[config.mk]
export PLATFORM = sky130hd
export DESIGN_NAME = count_seg_scan
export DESIGN_NICKNAME = d
export VERILOG_FILES = /design/src/rtl/seg7_pkg.sv /design/src/rtl/seg7_hex_decoder.sv /design/src/rtl/count_seg_scan.sv
export SDC_FILE = /design/constraint.sdc
export NUM_CORES = 1
export LEC_CHECK = 0
export CAP_MARGIN = 20
export CORE_MARGIN = 2
export CORE_UTILIZATION = 50
export DETAILED_ROUTE_END_ITERATION = 10
export PLACE_DENSITY = 0.75
export SLEW_MARGIN = 20
export SYNTH_ARGS = -nofsm -noshare
export SYNTH_HDL_FRONTEND = slang
export SYNTH_SLANG_ARGS = --single-unit
[constraint.sdc]
create_clock -name clk -period 2.4 [get_ports clk]
set_clock_uncertainty 0.2 [all_clocks]
set_input_delay 0.48 -clock clk [delete_from_list [all_inputs] [get_ports clk]]
set_output_delay 0.48 -clock clk [all_outputs]
set_load 0.03 [all_outputs]
[src/rtl/seg7_pkg.sv]
// Shared definitions for the 7-segment scan display: glyph constants, digit slots,
// the per-frame input snapshot and the active-low hex font.
package seg7_pkg;

    localparam logic [6:0] GLYPH_U     = 7'h41;
    localparam logic [6:0] GLYPH_D     = 7'h21;
    localparam logic [6:0] GLYPH_DASH  = 7'h3F;
    localparam logic [6:0] GLYPH_BLANK = 7'h7F;

    typedef enum logic [1:0] {
        DIGIT_COUNT = 2'd0,
        DIGIT_MAX   = 2'd1,
        DIGIT_DIR   = 2'd2,
        DIGIT_WRAP  = 2'd3
    } digit_e;

    typedef struct packed {
        logic [3:0] count;
        logic [3:0] max_count;
        logic       direction;
    } snapshot_t;

    // Segment order {g,f,e,d,c,b,a}, a 0 lights the segment.
    function automatic logic [6:0] hex_glyph(input logic [3:0] value);
        logic [6:0] glyph;
        case (value)
            4'h0:    glyph = 7'h40;
            4'h1:    glyph = 7'h79;
            4'h2:    glyph = 7'h24;
            4'h3:    glyph = 7'h30;
            4'h4:    glyph = 7'h19;
            4'h5:    glyph = 7'h12;
            4'h6:    glyph = 7'h02;
            4'h7:    glyph = 7'h78;
            4'h8:    glyph = 7'h00;
            4'h9:    glyph = 7'h10;
            4'hA:    glyph = 7'h08;
            4'hB:    glyph = 7'h03;
            4'hC:    glyph = 7'h46;
            4'hD:    glyph = 7'h21;
            4'hE:    glyph = 7'h06;
            default: glyph = 7'h0E;
        endcase
        return glyph;
    endfunction

endpackage

[src/rtl/seg7_hex_decoder.sv]
// Combinational 4-bit to active-low 7-segment hex font decoder.
module seg7_hex_decoder
    import seg7_pkg::*;
(
    input  logic [3:0] value,
    output logic [6:0] glyph
);

    assign glyph = hex_glyph(value);

endmodule

[src/rtl/count_seg_scan.sv]
// Four-digit multiplexed 7-segment display for the modulo-N counter: count, limit,
// direction and wrap flag, all taken from one snapshot latched per scan frame.
module count_seg_scan
    import seg7_pkg::*;
#(
    parameter int DIV   = 50000,
    parameter int BLANK = 500
) (
    input  logic       clk,
    input  logic       reset,
    input  logic [3:0] count,
    input  logic [3:0] max_count,
    input  logic       direction,
    output logic [3:0] an,
    output logic [6:0] seg,
    output logic       dp,
    output logic       frame_pulse
);

    localparam int              PW        = $clog2(DIV);
    localparam logic [PW-1:0]   SLOT_LAST = PW'(DIV - 1);

    logic [PW-1:0] prescaler;
    digit_e        index;
    snapshot_t     snap;

    logic       slot_end;
    logic       frame_end;
    logic       wrap_flag;
    logic [3:0] hex_value;
    logic [6:0] hex_seg;
    logic [3:0] an_next;
    logic [6:0] seg_next;
    logic       dp_next;

    assign slot_end  = (prescaler == SLOT_LAST);
    assign frame_end = slot_end && (index == DIGIT_WRAP);

    // NOTE: sequential state uses non-blocking assignments so every register samples
    // the pre-edge values; blocking here would create order-dependent races.
    always_ff @(posedge clk or posedge reset) begin
        if (reset) begin
            prescaler   <= '0;
            index       <= DIGIT_COUNT;
            snap        <= '0;
            frame_pulse <= 1'b0;
        end else begin
            prescaler   <= slot_end ? '0 : prescaler + PW'(1);
            frame_pulse <= frame_end;
            if (slot_end)
                index <= digit_e'(index + 2'd1);
            if (frame_end)
                snap <= '{count: count, max_count: max_count, direction: direction};
        end
    end

    // One shared decoder; only d0 and d1 ever show a hex value.
    assign hex_value = (index == DIGIT_MAX) ? snap.max_count : snap.count;

    seg7_hex_decoder u_hex (
        .value (hex_value),
        .glyph (hex_seg)
    );

    assign wrap_flag = snap.direction ? (snap.count == snap.max_count)
                                      : (snap.count == 4'd0);

    // NOTE: every output of this block gets a default first, so no path can
    // leave a value unassigned and infer a latch.
    always_comb begin
        an_next  = 4'b1111;
        seg_next = GLYPH_BLANK;
        dp_next  = 1'b1;
        if (int'(prescaler) >= BLANK) begin
            an_next = ~(4'b0001 << index);
            case (index)
                DIGIT_COUNT: seg_next = hex_seg;
                DIGIT_MAX: begin
                    seg_next = hex_seg;
                    dp_next  = 1'b0;
                end
                DIGIT_DIR:   seg_next = snap.direction ? GLYPH_U : GLYPH_D;
                default:     seg_next = wrap_flag ? GLYPH_DASH : GLYPH_BLANK;
            endcase
        end
    end

    // Registered drive keeps all anode bits switching from one flop edge.
    always_ff @(posedge clk or posedge reset) begin
        if (reset) begin
            an  <= 4'b1111;
            seg <= GLYPH_BLANK;
            dp  <= 1'b1;
        end else begin
            an  <= an_next;
            seg <= seg_next;
            dp  <= dp_next;
        end
    end

endmodule

==> impl_metrics.yaml <==
die:
  core_um2: 4000
  die-area_um2: 4700
  initial_core_util_pct: 52.1
  fp.dieW_um: 68.6
  row_count: 23
  die_y_um: 68.6
  io_pins: 24
pwr:
  p_total_uw: 1170
  power.density_nw_per_um2: 453
  p_leak_uw: 0.00115
  peakVddDrop_v: 0.000320
synth:
  synth_area_leader_cell: "dfrtp_1"
  synthCells: 195
  synth_cell_types: 37
  synth_flop_cell: "dfrtp_1"
  synth-simple-area-share_pct: 16.6
  ys_warn_count: 0
  synth-compound-area-share_pct: 9.12
  avgSynthCellArea_um2: 10.7
  synth_fa_ha_area_share_pct: 7.80
  synthesis.area_um2: 2080
  syn_nets: 219
  synth-seq-area-share_pct: 47.5
  synthMuxAreaShare_pct: 8.28
  ys_async_sr_fraction_pct: 100
  netlist_top_cells_count: "dfrtp_1, nor2_1, o21ai_0"
  synth_top_family_by_area: "simple AND/OR/NAND/NOR gates"
  yosysMostFrequentCell: "dfrtp_1"
  ys_ff_latch: 39
  synth_edf_count: 0
  synth.area.top_cells: "dfrtp_1, dfstp_2, ha_1, mux2_2, xnor2_1"
  synth_top_area_share_pct: 33.6
  synthXorXnorAreaFrac_pct: 6.72
cts:
  hold_buffers: 0
  cts_htree_levels: 2
  cts_root_buf: "clkbuf_8"
  clock-sinks: 39
  clkTransAtPathRegs_ps: 70
  clock_latency_ps: 290
  cts_buffers: 5
  cts_tree: "built"
  post_cts_buffers: 0
  clockBufferDepth: 2
  cts_resized: 0
worst_setup_path:
  crit_fanout: 5
  critical_path_class: "reg -> reg"
  end_kind: "flop"
  required_ps: 2380
  critical_path.max_stage_delay_ps: 450
  start_kind: "flop"
  cp_data_arrival_time_ps: 2210
  cpMaxStageDelayCell: "mux4_2"
  path_cells: "ha_4, mux2i_4, buf_4, ha_1, inv_1, mux4_2, nor2_1, o21ai_0"
  rr_worst_depth: 8
timing:
  hold_viol_final: 0
  slew_headroom_pct: 50.4
  whs_ps: 315
  fin_crit_ps: 2230
  setup_ws_ps: 169
  slew_viol_final: 0
  worst_pin_slew_ps: 741
  setup_viol: 0
  fin_crit_sh_pct: 93.0
  max_freq_mhz: 448
hold_path:
  hold_path_depth: 1
  hold_class: "reg -> reg"
detailed_routing:
  finalWirelength_mm: 3.88
  first_pass_iters: 4
  vias: 1530
  viasPerCell: 5.41
  post-route-drc-count: 0
  wire_per_inst_um: 13.7
  drt_iter0_markers: 65
  detail-route-antenna-nets: 0
place:
  port_buffers: 23
  gp_congestion: 0.841
  placed_cells: 275
  dp_slack_ps: 35.5
  hpwl_mm: 2.73
grt:
  overflow: 0
  grt_use_met3_pct: 3.57
  antenna_found_initial: 0
  track_usage_pct: 18.2
  grt_use_met2_pct: 26.7
  grt_pass1_wl_mm: 6.29
  grt_max_degree: 40
  grt_pass1_vias: 1362
  busiest_layer: "met2"
  met1_usage_pct: 25.4
finish:
  seq_area_um2: 990
  fillers: 336
  multi_input_area_um2: 1050
  stdcell_count: 283
  nets: 256
  drive_above_1_share_pct: 20.2
  insertedDiodeCount: 0
  fin_util_pct: 64.6
  area_growth_pct: 23.9
status:
  run_status: "finished, final reports clean"
flow_run:
  maxCapViolCount: 0
-- report_power, final --
part | internal (µW) | total, µW | switching [µW]
logic | 15.3 | 29.2 | 13.9
registers | 658 | 658 | 0
clock network | 262 | 482 | 220
total | 935 | 1170 | 234
-- cells in the final DEF (no fill, tap or decap), types with 4 or more instances in the layout --
| master | n |
|---|---|
| and3_1 | 5 |
| clkbuf_8 | 7 |
| inv_1 | 14 |
| clkdlybuf4s50_1 | 23 |
| ha_1 | 12 |
| nand2_1 | 9 |
| xor2_1 | 6 |
| dfstp_2 | 11 |
| o21ai_0 | 16 |
| dfrtp_1 | 28 |
| nand4_1 | 4 |
| nor3_1 | 6 |
| nand3_1 | 8 |
| mux2_2 | 8 |
| buf_4 | 12 |
| xnor2_1 | 10 |
| nor2_1 | 17 |
-- state kept, by name, indices dropped and copies added (netlist names) --
signal       flops
seg              7
frame_pulse      1
prescaler       16
snap             9
an               4
index            2
-- per-stage QoR --
stage          setup TNS, ps  cell area (µm²)
2_1_floorplan              0             2120
3_3_place_gp               0             2470
3_5_place_dp               0             2470
4_1_cts                    0             2570
5_1_grt                -3.12             2580
6_report                   0             2580
-- metal layers --
metal	vias to the layer above	wire length, µm
met5	-	0
met4	0	82
met3	7	132
met2	31	1730
met1	729	1940
li1	763	-
-- cell families after synthesis --
| group | count (synthesis) |
|---|---|
| adder cells (fa/ha/maj) | 13 |
| buffers and inverters | 20 |
| multiplexers | 15 |
| flip-flops | 39 |
| XOR/XNOR | 16 |
| AO/OA/AOI/OAI | 31 |
| AND/OR/NAND/NOR | 61 |
-- final timing paths --
kind                                        start                 endpoint  slack, ps
setup / recovery             index[0]$_DFFE_PP0N_         seg[3]$_DFF_PP1_        170
hold / removal             prescaler[0]$_DFF_PP0_   prescaler[0]$_DFF_PP0_        310
setup reg to reg             index[0]$_DFFE_PP0N_         seg[3]$_DFF_PP1_        170
hold reg to reg            prescaler[0]$_DFF_PP0_   prescaler[0]$_DFF_PP0_        310
max in group asynchronous                   reset         seg[6]$_DFF_PP1_       1250
min in group asynchronous                   reset  prescaler[10]$_DFF_PP0_        400
-- worst max-delay path, delay by kind of cell (launching register included) --
| family | cells | cell delay [ps] |
|---|---|---|
| DFF | 1 | 420 |
| adders and majority gates | 2 | 500 |
| buffers and inverters | 2 | 200 |
| AOI/OAI and AO/OA | 1 | 80 |
| muxes | 2 | 640 |
| and+or+nand+nor | 1 | 90 |
-- cell type report --
type	instances	area share, %
Inverter	15	2.18
Tap cell	50	2.42
Clock buffer	8	3.88
Timing Repair Buffer	35	12.4
Sequential cell	39	38.3
Multi-Input combinational cell	136	40.8
Power figures use the tool's default switching activity.
